--- config.mk ---
export PLATFORM = sky130hd
export DESIGN_NAME = cluster_icache_flush_sequencer
export DESIGN_NICKNAME = d
export VERILOG_FILES = /design/src/rtl/cluster_icache_flush_pkg.sv /design/src/rtl/cluster_icache_flush_watchdog.sv /design/src/rtl/cluster_icache_flush_sequencer.sv
export SDC_FILE = /design/constraint.sdc
export NUM_CORES = 1
export LEC_CHECK = 0
export BUFFER_PORTS_ARGS = -buffer_cell sky130_fd_sc_hd__clkbuf_2
export CORE_ASPECT_RATIO = 0.9
export CORE_MARGIN = 2
export CORE_UTILIZATION = 30
export DETAILED_ROUTE_END_ITERATION = 10
export GPL_TIMING_DRIVEN = 1
export PLACE_DENSITY_LB_ADDON = 0.08
export SYNTH_ARGS = -nofsm -noshare
export SYNTH_HDL_FRONTEND = slang
export SYNTH_SLANG_ARGS = --single-unit
--- constraint.sdc ---
create_clock -name clk_i -period 1.55 [get_ports clk_i]
set_clock_uncertainty 0.05 [all_clocks]
set_input_delay 0.0775 -clock clk_i [delete_from_list [all_inputs] [get_ports clk_i]]
set_output_delay 0.0775 -clock clk_i [all_outputs]
set_load 0.03 [all_outputs]
--- src/rtl/cluster_icache_flush_pkg.sv ---
// Shared types for the icache flush sequencer: FSM state encoding and the flush command.
// Latency: n/a (types only).
// Backpressure: n/a (types only).
package cluster_icache_flush_pkg;

    // Widest supported fetch-port count; the latched L0 mask is stored at this width.
    localparam int unsigned MAX_FETCH_PORTS = 32;

    typedef enum logic [1:0] {
        IDLE     = 2'd0,
        FLUSH_L1 = 2'd1,
        FLUSH_L0 = 2'd2,
        DONE     = 2'd3
    } flush_state_e;

    typedef struct packed {
        logic [MAX_FETCH_PORTS-1:0] l0_mask;
        logic                       l1;
    } flush_cmd_t;

endpackage

--- src/rtl/cluster_icache_flush_watchdog.sv ---
// Watchdog for a flush in progress: counts active cycles and raises a sticky timeout flag.
// Latency: flag rises on the edge where the counter reaches TIMEOUT_CYCLES; counter saturates there.
// Backpressure: none; observes only, never stalls or alters the flush handshakes.
module cluster_icache_flush_watchdog
    import cluster_icache_flush_pkg::*;
#(
    parameter int unsigned TIMEOUT_CYCLES = 1024
) (
    input  logic clk_i,
    input  logic rst_i,
    input  logic clear_i,
    input  logic count_en_i,
    output logic timeout_o
);

    localparam int unsigned CNT_W = $clog2(TIMEOUT_CYCLES + 1);
    localparam logic [CNT_W-1:0] LIMIT = CNT_W'(TIMEOUT_CYCLES);
    localparam logic [CNT_W-1:0] ONE   = CNT_W'(1);

    logic [CNT_W-1:0] cnt_q;
    logic             flag_q;

    // Count active cycles up to LIMIT; a new command restarts the count and drops the flag.
    always_ff @(posedge clk_i) begin
        if (rst_i) begin
            cnt_q  <= '0;
            flag_q <= 1'b0;
        end else if (clear_i) begin
            cnt_q  <= '0;
            flag_q <= 1'b0;
        end else if (count_en_i && (cnt_q != LIMIT)) begin
            cnt_q <= cnt_q + ONE;
            if ((cnt_q + ONE) == LIMIT) begin
                flag_q <= 1'b1;
            end
        end
    end

    assign timeout_o = flag_q;

endmodule

--- src/rtl/cluster_icache_flush_sequencer.sv ---
// Sequences one icache flush command: L1 first, then all selected L0 caches in parallel.
// Latency: accept N, L1 hs N+1, L0 hs N+2, done_o N+3, ready N+4 (one cycle less without L1).
// Backpressure: req_ready_o only in IDLE; each target valid held until its ready. Watchdog: CLUSTER_ICACHE_FLUSH_TIMEOUT_EN.
module cluster_icache_flush_sequencer
    import cluster_icache_flush_pkg::*;
#(
    parameter int unsigned NR_FETCH_PORTS = 4,
    parameter int unsigned TIMEOUT_CYCLES = 1024
) (
    input  logic                      clk_i,
    input  logic                      rst_i,
    input  logic                      req_valid_i,
    output logic                      req_ready_o,
    input  logic [NR_FETCH_PORTS-1:0] req_l0_mask_i,
    input  logic                      req_l1_i,
    output logic                      l1_flush_valid_o,
    input  logic                      l1_flush_ready_i,
    output logic [NR_FETCH_PORTS-1:0] l0_flush_valid_o,
    input  logic [NR_FETCH_PORTS-1:0] l0_flush_ready_i,
    output logic                      busy_o,
    output logic [NR_FETCH_PORTS-1:0] pending_o,
    output logic                      done_o,
    output logic                      timeout_o
);

    flush_state_e state_q;
    flush_cmd_t   cmd_q;

    logic                       accept;
    logic                       l1_hs;
    logic [MAX_FETCH_PORTS-1:0] req_mask_ext;
    logic [MAX_FETCH_PORTS-1:0] l0_hs;
    logic [MAX_FETCH_PORTS-1:0] pend_next;

    assign accept       = req_valid_i & (state_q == IDLE);
    assign req_mask_ext = MAX_FETCH_PORTS'(req_l0_mask_i);
    assign l1_hs        = l1_flush_valid_o & l1_flush_ready_i;
    // Ready on a port whose valid is low never counts, since valid gates the handshake.
    assign l0_hs        = MAX_FETCH_PORTS'(l0_flush_valid_o & l0_flush_ready_i);
    assign pend_next    = cmd_q.l0_mask & ~l0_hs;

    // Flush FSM: latch the command on acceptance, then retire L1 and the pending L0 bits.
    always_ff @(posedge clk_i) begin
        if (rst_i) begin
            state_q <= IDLE;
            cmd_q   <= '0;
        end else begin
            case (state_q)
                IDLE: begin
                    if (req_valid_i) begin
                        cmd_q.l0_mask <= req_mask_ext;
                        cmd_q.l1      <= req_l1_i;
                        if (req_l1_i) begin
                            state_q <= FLUSH_L1;
                        end else if (req_mask_ext != '0) begin
                            state_q <= FLUSH_L0;
                        end else begin
                            state_q <= DONE;
                        end
                    end
                end
                FLUSH_L1: begin
                    if (l1_hs) begin
                        cmd_q.l1 <= 1'b0;
                        state_q  <= (cmd_q.l0_mask != '0) ? FLUSH_L0 : DONE;
                    end
                end
                FLUSH_L0: begin
                    cmd_q.l0_mask <= pend_next;
                    if (pend_next == '0) begin
                        state_q <= DONE;
                    end
                end
                DONE: begin
                    cmd_q   <= '0;
                    state_q <= IDLE;
                end
                default: begin
                    cmd_q   <= '0;
                    state_q <= IDLE;
                end
            endcase
        end
    end

    // Every output is a pure decode of the registered state and pending bits.
    assign req_ready_o      = (state_q == IDLE);
    assign l1_flush_valid_o = (state_q == FLUSH_L1) & cmd_q.l1;
    assign l0_flush_valid_o = (state_q == FLUSH_L0) ? cmd_q.l0_mask[NR_FETCH_PORTS-1:0] : '0;
    assign busy_o           = (state_q != IDLE);
    assign pending_o        = cmd_q.l0_mask[NR_FETCH_PORTS-1:0];
    assign done_o           = (state_q == DONE);

`ifdef CLUSTER_ICACHE_FLUSH_TIMEOUT_EN
    cluster_icache_flush_watchdog #(
        .TIMEOUT_CYCLES (TIMEOUT_CYCLES)
    ) u_watchdog (
        .clk_i      (clk_i),
        .rst_i      (rst_i),
        .clear_i    (accept),
        .count_en_i ((state_q == FLUSH_L1) || (state_q == FLUSH_L0)),
        .timeout_o  (timeout_o)
    );
`else
    // Watchdog absent: the limit parameter and acceptance strobe have no consumer.
    logic unused_timeout_cfg;
    assign unused_timeout_cfg = (TIMEOUT_CYCLES < 2) ^ accept;
    assign timeout_o          = 1'b0;
`endif

endmodule

# After elaboration in Yosys (flattened, before gate mapping)
# Index checks and enable logic that the tools add are counted.
# word_totals
out_inout_bits	13
input_bits	13
wordCells	36
register_bits	35
# classes
mux	12
n_eq_ne	6
n_reduce_logical	10
bitwise	5
# op_table
op	count
32-bit one-hot mux with 3 select lines	1
32-bit nonzero test	2
33-bit 2-to-1 mux	1
32-bit bitwise AND	1
32-bit zero test	1
4-bit NOT with 32-bit output	1
2-bit 2-to-1 mux	4
2-bit one-hot mux with 4 select lines	1
2-bit != test, second input constant	3
3-bit AND reduction	2
3-bit nonzero test	2
4-bit bitwise AND	1
2-bit equality test, second input constant	2
4-bit 2-to-1 mux	1
1-bit 2-to-1 mux	3
1-bit one-hot mux with 3 select lines	1
1-bit bitwise AND	2
2-bit by 1-bit equality test with 1-bit output, second input constant	1
2-bit zero test	1
2-bit AND reduction	1
2-bit nonzero test	1

# Longest topological paths before layout
# Gate-level depths: netlist of run 1.
# logic_depth
word_depth	8
ltp_mapped	6
mapped_depth_nobuf	6

# Worst setup path after synthesis of run 1
# OpenSTA, ideal clock, no wires.
# synth_timing
path_type	flip-flop to flip-flop
startpoint	register state_q[0]
endpoint	register cmd_q, in the netlist pending_o[0]
required_ns	1.372
path_stages_with_launch	7
setup_time_ns	0.128
arrival_ns	1.520
slack_ns	-0.148
synth_period_minus_slack_ns	1.698
path_buffers	0
path_cell_list	dfxtp_1 -> inv_1 -> ha_1 -> nor2b_2 -> or2_2 -> o21ai_0 -> a21oi_1
# synth_via
word_cells_on_any_way	11
cone_classes	eq/ne (3); mux (2); bitwise (3); reduce/logical (3)
# synth_rtl
item	line_no	rtl
start, declared	cluster_icache_flush_sequencer.sv:26	flush_state_e state_q;
start signal, assigned	cluster_icache_flush_sequencer.sv:65	state_q <= (cmd_q.l0_mask != '0) ? FLUSH_L0 : DONE;
2-bit zero test *	--	
via req_ready_o	cluster_icache_flush_sequencer.sv:13	output logic req_ready_o,
2-bit != test (no source line) or 3-bit nonzero test (tied branches)	--	
2-bit AND reduction (no source line)	--	
end, declared	cluster_icache_flush_sequencer.sv:27	flush_cmd_t cmd_q;
# The timed path passes the listed nets; every way through them passes the cells marked *.
# A chain may end at the register's enable or synchronous reset.

# Worst setup path in the final report of run 1
# layout_timing
startpoint	register state_q[0]
endpoint	output port l0_flush_valid_o[2]
# layout_via
elab_chain_len	2
# layout_rtl
item	line_no	rtl
2-bit equality test	cluster_icache_flush_sequencer.sv:89	assign l0_flush_valid_o = (state_q == FLUSH_L0) ? cmd_q.l0_mask[NR_FETCH_PORTS-1:0] : '0;
4-bit 2-to-1 mux	cluster_icache_flush_sequencer.sv:89	
end, declared	cluster_icache_flush_sequencer.sv:18	output logic [NR_FETCH_PORTS-1:0] l0_flush_valid_o,
# Every way passes these cells.

==> metrics.txt, run 1 <==
total power density per cell area=1744 mW/mm^2; Crit path largest cell delay=0.35 ns; sort of element at the start of the critical path=flop; worst-case register-to-register setup slack=0.11 ns; overall power=0.001379 W; final hold violation count=0; width of the chip=50.37 microns; IO buf count=24; length of the first detailed-routing pass in iterations=4; root buf cell=sky130_fd_sc_hd__clkbuf_4; TritonCTS Buffers=3; routability-driven placement congestion ratio=0.7460; max-capacitance violation count=0; HP Class=in -> reg; post-synthesis adder-cell area fraction=8.621%; critical path type=reg -> out; slowest cell on the critical path=sky130_fd_sc_hd__dfxtp_2; Post-layout nets=115; launch point of the worst path=state_q[0]; CTS H-Tree Depth=1; number of antenna violations at the first check in global routing=0; relative area change from synthesis to final layout=36.21%; average vias per placed instance=4.459; worst setup path end=l0_flush_valid_o[2]; Post-Synth XOR/XNOR Area=0%; TritonCTS clock tree=done; number of placed cells counting well taps=117; antenna viol nets, final=0; DRC violation count after routing=0; clk_lat worst skew=0.26 ns; total number of placement rows=15; die outline height=45.74 microns; fmax=0.6764 GHz; simple-gate area share of the yosys netlist=32.97%; number of synthesis warnings=0; combined buffer and inverter count along the critical path=3; crit-path leading delay family=buffers and inverters; layout cell share with drive strength beyond 1=50.52%; Data arrival, critical path=1.35 ns; area taken by flip-flops and latches=142.6 sq um; synthesized cell area=580.6 sq um; static leakage=0.3810 nW; crit share post-route=95.39%; global-route wire length before repair=2007 microns; main combinational cell family by area after synthesis=simple AND/OR/NAND/NOR gates; post-detailed-route wirelength per cell=11.34 microns; unrepaired setup endpoints after global routing=false; Final Critical Period=1.479 ns; Die ar.=0.002304 sq mm; via count of the first global-routing pass=462; proportion of power drawn by combinational gates=64.4%; total count of max-transition violations in the final report=0; Mean Syn Cell Area=8.294 sq um; Setup crit end kind=output port; top-level port count=26; outcome=finished clean; initial DRC count=9; worst vdd rail ir drop=0.7245 mV; Critical Path, Cell by Cell=inv_2 -> ha_2 -> buf_6 -> and2_2 -> clkbuf_4; area of the multi-input gates=402.9 sq um; total of endpoints with negative setup slack in the final report=0; detailed placement HPWL=1066 microns; aggregate global routing overflow=0; TritonCTS sink count=7; vias after detailed routing=544; total wire length after detailed routing=1383 microns; Synthesized Nets=87; library cells used by synthesis=27; switching share of total power=46.51%; sequential share of power=22.8%; Critical R2R Launch=state_q[1]; clock input transition at the sequential cells of the worst setup and hold paths=0.06 ns; number of inserted diodes=0; net switching power=0.0006413 W; Internal Power=0.0007376 W; Worst EP required=1.42 ns; cell count after synthesis=70; largest driver fanout on the critical path=10; standard cell area after detailed placement=733.2 sq um; post-synthesis mux area share=3.448%; number of flip-flops and latches in the synthesized netlist=7; share of synthesized area occupied by flip-flops and latches=24.14%; effective utilization at floorplan=30.93%; filler cell count in the final layout=206; final instance area=790.8 sq um; CORE AREA=0.001877 sq mm; Compound-Gate Fraction of Synth Area=19.83%; capturing point of the worst reg2reg path=pending_o[1]; Crit. path cell count=5; global-route usage over all layers=12.25%; largest net degree at the start of global routing=11; number of cells traversed by the worst register-to-register path=6; Final Non-Filler Cells=122; share of total power in the clock network=12.7%; worst-case clock buffer depth=2
worst min-delay path by stage:
stage	start	slack [ns]	depth (start not counted)	endpoint
final	req_l0_mask_i[0]	0.007	3	pending_o[0]
after floorplan	req_l0_mask_i[0]	0.16	2	pending_o[0]
after global routing	req_l0_mask_i[0]	0.001	3	pending_o[0]
after detailed placement	req_l0_mask_i[0]	0.27	3	pending_o[0]
after global placement	req_l0_mask_i[0]	0.28	3	pending_o[0]
after CTS	req_l0_mask_i[0]	0.002	3	pending_o[0]
power by group through the flow:
stage	Sequential [W]	Clock, W	Combinational, W
final	0.000315	0.000176	0.000888
after global routing	0.000325	0.000200	0.000967
after CTS	0.000309	0.000183	0.000875
after detailed placement	0.000309	0	0.000857
after global placement	0.000310	0	0.000869
after floorplan	0.000292	0	0.000683
registers in the layout, indices dropped and copies added, names as in the netlist:
signal	count
state_q	2
cmd_q	1
pending_o	4
layer usage:
layer  part of all wire [%]  vias up  routed length, microns  global-route usage, %
li1                       -      284                       -                      -
met2                     47       13                     654                  18.95
met5                      0        -                       0                      0
met3                    5.9        0                      82                  5.921
met1                     47      247                     647                  15.37
met4                      0        0                       0                  3.243
worst reg2reg max path, delay by kind of cell, from the launching register on:
family,cells,cell delay (ns)
buf+inv,1,0.06
compound gates,2,0.25
fa+ha+maj,1,0.15
flops,1,0.35
simple gates,2,0.48
stage by stage:
| step | worst slack (ns) | setup TNS [ns] | util (%) | hold WS [ns] |
|---|---|---|---|---|
| floorplan | 0.02247 | 0 | - | 0.1635 |
| global placement | -0.02588 | -0.02588 | 39.07 | 0.2778 |
| detailed placement | -0.006613 | -0.006613 | 39.07 | 0.2744 |
| CTS | 0.0003793 | 0 | 41.00 | 0.001985 |
| global route | 0.002795 | 0 | 42.13 | 0.001435 |
| finish | 0.07148 | 0 | 42.13 | 0.007334 |
cells by family after synthesis:
kind of cell / count (synthesis)
AO/OA/AOI/OAI: 16
flip-flops: 7
multiplexers: 2
other: 1
buffers and inverters: 10
adder cells (fa/ha/maj): 4
AND/OR/NAND/NOR: 30
what timing repair did:
item,CTS,global route
hold buffers,0,1
resized for setup,4,10
endpoints found under the hold margin,0,1
endpoints found under the setup margin,5,12
setup buffers,0,0
pin swaps,0,0
Yosys cell counts:
library cell / n / area (sq um)
sky130_fd_sc_hd__inv_1: 3 / 11.26
sky130_fd_sc_hd__or2_2: 1 / 6.260
sky130_fd_sc_hd__nor2b_2: 1 / 8.760
sky130_fd_sc_hd__and2_2: 1 / 7.510
sky130_fd_sc_hd__o41ai_4: 1 / 27.53
sky130_fd_sc_hd__nor2_1: 2 / 7.510
sky130_fd_sc_hd__nand2_2: 1 / 6.260
sky130_fd_sc_hd__nor2b_1: 6 / 37.54
sky130_fd_sc_hd__nor2b_4: 1 / 13.76
sky130_fd_sc_hd__nand2_1: 6 / 22.52
sky130_fd_sc_hd__nor4_2: 1 / 12.51
sky130_fd_sc_hd__conb_1: 1 / 3.750
sky130_fd_sc_hd__or2b_1: 1 / 7.510
sky130_fd_sc_hd__and2b_1: 2 / 15.01
sky130_fd_sc_hd__and2_1: 4 / 25.02
sky130_fd_sc_hd__mux2i_1: 2 / 20.02
sky130_fd_sc_hd__dfxtp_1: 7 / 140.1
sky130_fd_sc_hd__nor4_1: 2 / 12.51
sky130_fd_sc_hd__a211o_1: 1 / 8.760
sky130_fd_sc_hd__o21ai_0: 5 / 25.02
sky130_fd_sc_hd__and2b_2: 1 / 8.760
sky130_fd_sc_hd__buf_1: 1 / 3.750
sky130_fd_sc_hd__a211oi_1: 2 / 15.01
sky130_fd_sc_hd__ha_1: 4 / 50.05
sky130_fd_sc_hd__buf_4: 6 / 45.04
sky130_fd_sc_hd__a21oi_1: 6 / 30.03
sky130_fd_sc_hd__a31o_2: 1 / 8.760
final cells by class:
| class | instances | share of cell area [%] |
|---|---|---|
| tap | 25 | 3.956 |
| sequential | 7 | 18.04 |
| multi-input combinational | 53 | 50.95 |
| clock buffer | 4 | 3.323 |
| inverter | 3 | 1.424 |
| timing repair buffer | 30 | 22.31 |
cell usage in the layout, fill, tap and decap left out, types with 3 or more instances in the layout:
| cell type | count |
|---|---|
| sky130_fd_sc_hd__a21oi_1 | 6 |
| sky130_fd_sc_hd__dfxtp_1 | 5 |
| sky130_fd_sc_hd__o21ai_1 | 3 |
| sky130_fd_sc_hd__nor2b_1 | 6 |
| sky130_fd_sc_hd__clkbuf_2 | 22 |
| sky130_fd_sc_hd__clkbuf_4 | 5 |
| sky130_fd_sc_hd__and2_1 | 4 |
| sky130_fd_sc_hd__buf_4 | 4 |
| sky130_fd_sc_hd__nand2_1 | 6 |
(Power assumes the default switching activity.)
==> run 2, diff against run 1 <==
--- a/config.mk
+++ b/config.mk
@@ -11,6 +11,7 @@
 export CORE_UTILIZATION = 30
 export DETAILED_ROUTE_END_ITERATION = 10
 export GPL_TIMING_DRIVEN = 1
+export HOLD_SLACK_MARGIN = 0.12
 export PLACE_DENSITY_LB_ADDON = 0.08
 export SYNTH_ARGS = -nofsm -noshare
 export SYNTH_HDL_FRONTEND = slang
==> run 2 against run 1 <==
  * First-iteration DRC count stayed put
  * Sequential cell count stayed put
  * Total power is 0.66% higher
  * Cell area is 5.1% higher
  * Combinational power is 1% higher
  * Global-route usage is 0.92 points higher
  * Core utilization is 2.1 points higher
  * Die area stayed put
  * Critical path type unchanged
  * Critical endpoint unchanged
  * Largest cell class unchanged
==> metrics.txt, run 2 (synthesis results as in run 1) <==
outcome=finished clean; post-detailed-route wirelength per cell=11.37 microns (+0.33%); routability-driven placement congestion ratio=0.7460 (unchanged); width of the chip=50.37 microns (unchanged); number of cells traversed by the worst register-to-register path=6 (unchanged); DRC violation count after routing=0 (unchanged); max-capacitance violation count=0 (unchanged); clk_lat worst skew=0.26 ns (about the same); cell depth of the worst min-delay path=4 (+1); top-level port count=26 (unchanged); detailed placement HPWL=1066 microns (unchanged); initial DRC count=9 (unchanged); Setup WS post-layout=0.07115 ns (-0.0003313 ns); Critical Path, Cell by Cell=inv_2 -> ha_2 -> buf_6 -> and2_2 -> clkbuf_4; CTS H-Tree Depth=1 (unchanged); critical path type=reg -> out; largest driver fanout on the critical path=10 (unchanged); sort of element at the start of the critical path=flop; crit share post-route=95.41% (about the same); worst setup slack before clock tree synthesis=-0.006613 ns (unchanged); worst-case clock buffer depth=2 (unchanged); fmax=0.6762 GHz (about the same); Worst EP required=1.42 ns (about the same); die outline height=45.74 microns (unchanged); overall power=0.001388 W (+0.66%); clock input transition at the sequential cells of the worst setup and hold paths=0.05 ns (about the same); via count of the first global-routing pass=508 (+10%); total power density per cell area=1671 mW/mm^2 (-4.2%); leading cell type in the layout, fill and taps excluded=sky130_fd_sc_hd__clkbuf_2; number of inserted diodes=0 (unchanged); Crit path largest cell delay=0.35 ns (about the same); root buf cell=sky130_fd_sc_hd__clkbuf_4; global-route usage over all layers=13.17% (+0.92 points); layout cell share with drive strength beyond 1=48.51% (-2.0 points); effective utilization at floorplan=30.93% (unchanged); worst-case register-to-register setup slack=0.11 ns (about the same); Post-layout nets=119 (+3.5%); HP Class=in -> reg; Data arrival, critical path=1.35 ns (about the same); total negative setup slack=0 ns (unchanged); TritonCTS Buffers=3 (unchanged); final hold violation count=0 (unchanged); Final Non-Filler Cells=126 (+3.3%); number of antenna violations at the first check in global routing=0 (unchanged); number of placed cells counting well taps=117 (unchanged); global-route wire length before repair=2159 microns (+7.6%); worst vdd rail ir drop=0.7216 mV (-0.39%); filler cell count in the final layout=203 (-1.5%); unrepaired setup endpoints after global routing=false; antenna viol nets, final=0 (unchanged); Die ar.=0.002304 sq mm (unchanged); TritonCTS clock tree=done; total wire length after detailed routing=1433 microns (+3.6%); static leakage=0.3977 nW (+4.4%); length of the first detailed-routing pass in iterations=4 (unchanged); CORE AREA=0.001877 sq mm (unchanged); aggregate global routing overflow=0 (unchanged); TritonCTS sink count=7 (unchanged); total count of max-transition violations in the final report=0 (unchanged); total of endpoints with negative setup slack in the final report=0 (unchanged); vias after detailed routing=569 (+4.6%); largest net degree at the start of global routing=11 (unchanged); IO buf count=24 (unchanged); Largest register FFs=4 (unchanged); slowest cell on the critical path=sky130_fd_sc_hd__dfxtp_2; total number of placement rows=15 (unchanged); Final Critical Period=1.479 ns (+0.0003313 ns); top library cells by usage in the layout, fill and taps aside=sky130_fd_sc_hd__clkbuf_2, sky130_fd_sc_hd__nand2_1, sky130_fd_sc_hd__nor2b_1, sky130_fd_sc_hd__a21oi_1; average vias per placed instance=4.516 (+1.3%); post-route worst hold slack=0.1345 ns (+0.1271 ns); Setup crit end kind=output port; relative area change from synthesis to final layout=43.10%
## run 2: path summary, 6_finish.rpt
| check | startpoint | to |
|---|---|---|
| hold reg to reg | cmd_q[0] | cmd_q[0] |
| hold / removal | l0_flush_ready_i[3] | pending_o[3] |
| setup reg to reg | state_q[1] | pending_o[1] |
| setup / recovery | state_q[0] | l0_flush_valid_o[2] |
## run 2: layout make-up
class	instances	area [sq um]	area share, %
inverters	3	11.26	1.355
well taps	25	31.28	3.765
repair buffers	34	216.5	26.05
clock buffers	4	26.28	3.163
multi-input cells	53	402.9	48.49
flip-flops and latches	7	142.6	17.17
## run 2: report_power, final
| group | internal (W) | switching, W |
|---|---|---|
| clock | 0.0000989 | 0.0000768 |
| combinational | 0.000397 | 0.000501 |
| sequential | 0.000248 | 0.0000658 |
## run 2: through the flow
stage	cell area [sq um]	util [%]
floorplan	593.1	-
global placement	733.2	39.07
detailed placement	733.2	39.07
CTS	819.5	43.67
global route	830.8	44.27
finish	830.8	44.27
## run 2: what timing repair did
action | in CTS | in global routing
resized for setup | 4 | 10
endpoints found under the setup margin | 5 | 12
hold endpoints to repair | 5 | 0
hold buffers | 5 | 0
setup buffers | 0 | 0
## run 2: critical path, delay by kind of cell, from the launching register on
kind / cells / cell delay [ns]
buffers and inverters: 3 / 0.37
adder cells (fa/ha/maj): 1 / 0.19
flip-flops: 1 / 0.35
AND/OR/NAND/NOR: 1 / 0.18
## run 2: metal layers
metal	global-route usage, %	part of all wire (%)
met1	15.77	46
met2	21.58	48
met3	5.921	6.4
met4	3.784	0
met5	0	0
==> run 3, diff against run 2 <==
--- a/config.mk
+++ b/config.mk
@@ -5,6 +5,7 @@
 export SDC_FILE = /design/constraint.sdc
 export NUM_CORES = 1
 export LEC_CHECK = 0
+export ABC_AREA = 1
 export BUFFER_PORTS_ARGS = -buffer_cell sky130_fd_sc_hd__clkbuf_2
 export CORE_ASPECT_RATIO = 0.9
 export CORE_MARGIN = 2
==> run 3 against run 2 <==
  * Sequential share of layout area is 0.53 points lower
  * Area after synthesis is 1.3% lower
  * Cell count up 18%
  * Critical path type unchanged
  * Critical endpoint is now l0_flush_valid_o[1]
  * Largest cell class unchanged
==> metrics.txt, run 3 <==
vias after detailed routing=638 (+12%); largest cells by area after synthesis=sky130_fd_sc_hd__dfxtp_1, sky130_fd_sc_hd__nand2_1, sky130_fd_sc_hd__ha_1; width of the chip=50.07 microns (-0.60%); IO buf count=24 (unchanged); synthesized cell area=573.1 sq um (-1.3%); Mean Syn Cell Area=6.297 sq um (-24%); most frequent cells after synthesis=sky130_fd_sc_hd__nand2_1, sky130_fd_sc_hd__inv_1, sky130_fd_sc_hd__nor2_1; max-capacitance violation count=0 (unchanged); number of synthesized flops with an enable pin=0 (unchanged); CORE AREA=0.001734 sq mm (-7.6%); clk_lat worst skew=0.25 ns (about the same); overall power=0.001467 W (+5.7%); TritonCTS Buffers=3 (unchanged); total number of placement rows=14 (-1); top library cells by usage in the layout, fill and taps aside=sky130_fd_sc_hd__nand2_1, sky130_fd_sc_hd__clkbuf_2, sky130_fd_sc_hd__inv_1; sort of element at the start of the critical path=flop; filler cell count in the final layout=181 (-11%); final hold violation count=0 (unchanged); share of synthesized area occupied by flip-flops and latches=24.45% (+0.32 points); Data arrival, critical path=1.37 ns (+0.02 ns); length of the first detailed-routing pass in iterations=4 (unchanged); HP Class=in -> reg; Final Critical Period=1.495 ns (+0.01613 ns); fmax=0.6689 GHz (-1.1%); number of flip-flops and latches in the synthesized netlist=7 (unchanged); cell count after synthesis=91 (+30%); CTS H-Tree Depth=1 (unchanged); Worst EP required=1.42 ns (about the same); TritonCTS sink count=7 (unchanged); Post-layout nets=143 (+20%); number of antenna violations at the first check in global routing=0 (unchanged); crit share post-route=96.45% (+1.0 points); top-level port count=26 (unchanged); number of inserted diodes=0 (unchanged); effective utilization at floorplan=33.04% (+2.1 points); Synth Flop Type=sky130_fd_sc_hd__dfxtp_1; library cells used by synthesis=20 (-26%); Setup crit end kind=output port; largest driver fanout on the critical path=5 (-5); total power density per cell area=1742 mW/mm^2 (+4.3%); post-route worst hold slack=0.2034 ns (+0.06888 ns); number of synthesis warnings=0 (unchanged); total count of max-transition violations in the final report=0 (unchanged); cell type with the largest total area after synthesis=sky130_fd_sc_hd__dfxtp_1; total wire length after detailed routing=1437 microns (+0.28%); antenna viol nets, final=0 (unchanged); largest net degree at the start of global routing=9 (-2); static leakage=0.4572 nW (+15%); TritonCTS clock tree=done; worst vdd rail ir drop=0.8220 mV (+14%); root buf cell=sky130_fd_sc_hd__clkbuf_4; outcome=finished clean; dominant cell by count in the synthesized netlist=sky130_fd_sc_hd__nand2_1; leading cell type in the layout, fill and taps excluded=sky130_fd_sc_hd__nand2_1; layout cell share with drive strength beyond 1=31.20% (-17 points); DRC violation count after routing=0 (unchanged); average vias per placed instance=4.282 (-5.2%); via count of the first global-routing pass=587 (+16%); proportion of register bits with asynchronous set or reset after synthesis=0% (unchanged); clock input transition at the sequential cells of the worst setup and hold paths=0.05 ns (about the same); routability-driven placement congestion ratio=0.7828 (+4.9%); buffers inserted during post-CTS setup optimization=0 (unchanged); relative area change from synthesis to final layout=46.94%; Die ar.=0.002276 sq mm (-1.2%); Synthesized Nets=108 (+24%); critical path type=reg -> out; Yosys top cell area share=24.45% (+0.32 points); total negative setup slack=0 ns (unchanged); total of endpoints with negative setup slack in the final report=0 (unchanged); Largest register FFs=4 (unchanged); global-route wire length before repair=2366 microns (+9.6%); unrepaired setup endpoints after global routing=true; detailed placement HPWL=1138 microns (+6.7%); global-route usage over all layers=13.98% (+0.81 points); post-detailed-route wirelength per cell=9.644 microns (-15%); die outline height=45.46 microns (-0.60%); worst-case clock buffer depth=2 (unchanged); aggregate global routing overflow=0 (unchanged); initial DRC count=14 (+5)
run 3: changes by cell type in the layout (fill, tap and decap cells not counted), moves of 3 or more:
cell | before | now
sky130_fd_sc_hd__nand3_1 | 0 | 3
sky130_fd_sc_hd__a21oi_1 | 6 | 3
sky130_fd_sc_hd__buf_4 | 4 | 1
sky130_fd_sc_hd__a31oi_1 | 0 | 4
sky130_fd_sc_hd__nand2_1 | 6 | 27
sky130_fd_sc_hd__inv_1 | 1 | 13
sky130_fd_sc_hd__nor2b_1 | 6 | 0
sky130_fd_sc_hd__dlygate4sd3_1 | 5 | 10
sky130_fd_sc_hd__and2_1 | 4 | 0
sky130_fd_sc_hd__nor2_1 | 2 | 9
run 3: cells by family (layout without fill, tap and decap cells):
family / Yosys count / after routing / share of synthesized area, %
buf+inv: 20 / 54 / 16.59
other cells: 1 / 1 / 0.6544
simple gates: 43 / 43 / 32.97
compound gates: 16 / 16 / 16.59
fa+ha+maj: 4 / 4 / 8.734
flops: 7 / 7 / 24.45
run 3: worst max-delay path, stage by stage, from the launching register on:
cell and delay, ns:
sky130_fd_sc_hd__dfxtp_1 0.37, sky130_fd_sc_hd__inv_1 0.12, sky130_fd_sc_hd__ha_4 0.20, sky130_fd_sc_hd__buf_4 0.14
sky130_fd_sc_hd__nand2_1 0.06, sky130_fd_sc_hd__inv_1 0.04, sky130_fd_sc_hd__clkbuf_4 0.17
run 3: final timing paths:
kind | startpoint | endpoint | slack [ns] | cells past startpoint
min reg2reg | cmd_q[0] | cmd_q[0] | 0.46 | 2
max reg2reg | state_q[0] | state_q[1] | 0.11 | 8
max | state_q[0] | l0_flush_valid_o[1] | 0.06 | 6
min | req_valid_i | cmd_q[0] | 0.20 | 4
run 3: per-stage QoR:
stage | utilization [%] | instance area (sq um) | std cells | setup slack [ns]
finish | 48.56 | 842.1 | 149 | 0.05501
CTS | 47.55 | 824.5 | 149 | 0.01242
detailed placement | 40.12 | 695.7 | 135 | 0.1603
global placement | 40.12 | 695.7 | 135 | 0.1717
global route | 48.56 | 842.1 | 149 | -0.001957
floorplan | - | 575.6 | 91 | 0.08175
run 3: cell type report:
type                    count  area, sq um  area share (%)
multi-input cells          64        355.3           42.20
clock buffers               4        26.28           3.120
flip-flops and latches      7        140.1           16.64
inverters                  15        57.56           6.835
repair buffers             35        232.7           27.64
well taps                  24        30.03           3.566
run 3: what timing repair did:
action	in CTS	in global routing
gates resized for setup	1	6
endpoints found under the hold margin	6	0
pin swaps	0	0
setup endpoints to repair	2	2
hold buffers	10	0
run 3: power breakdown:
group          internal, W  switching, W
registers         0.000261     0.0000986
logic             0.000327      0.000609
clock network    0.0000986     0.0000731
run 3: metal layers:
| metal | part of all wire [%] | wire [microns] | vias up | global-route usage [%] |
|---|---|---|---|---|
| li1 | - | - | 344 | - |
| met1 | 49 | 704 | 283 | 17.69 |
| met2 | 46 | 664 | 11 | 22.89 |
| met3 | 4.7 | 67 | 0 | 4.934 |
| met4 | 0 | 0 | 0 | 3.333 |
| met5 | 0 | 0 | - | 0 |
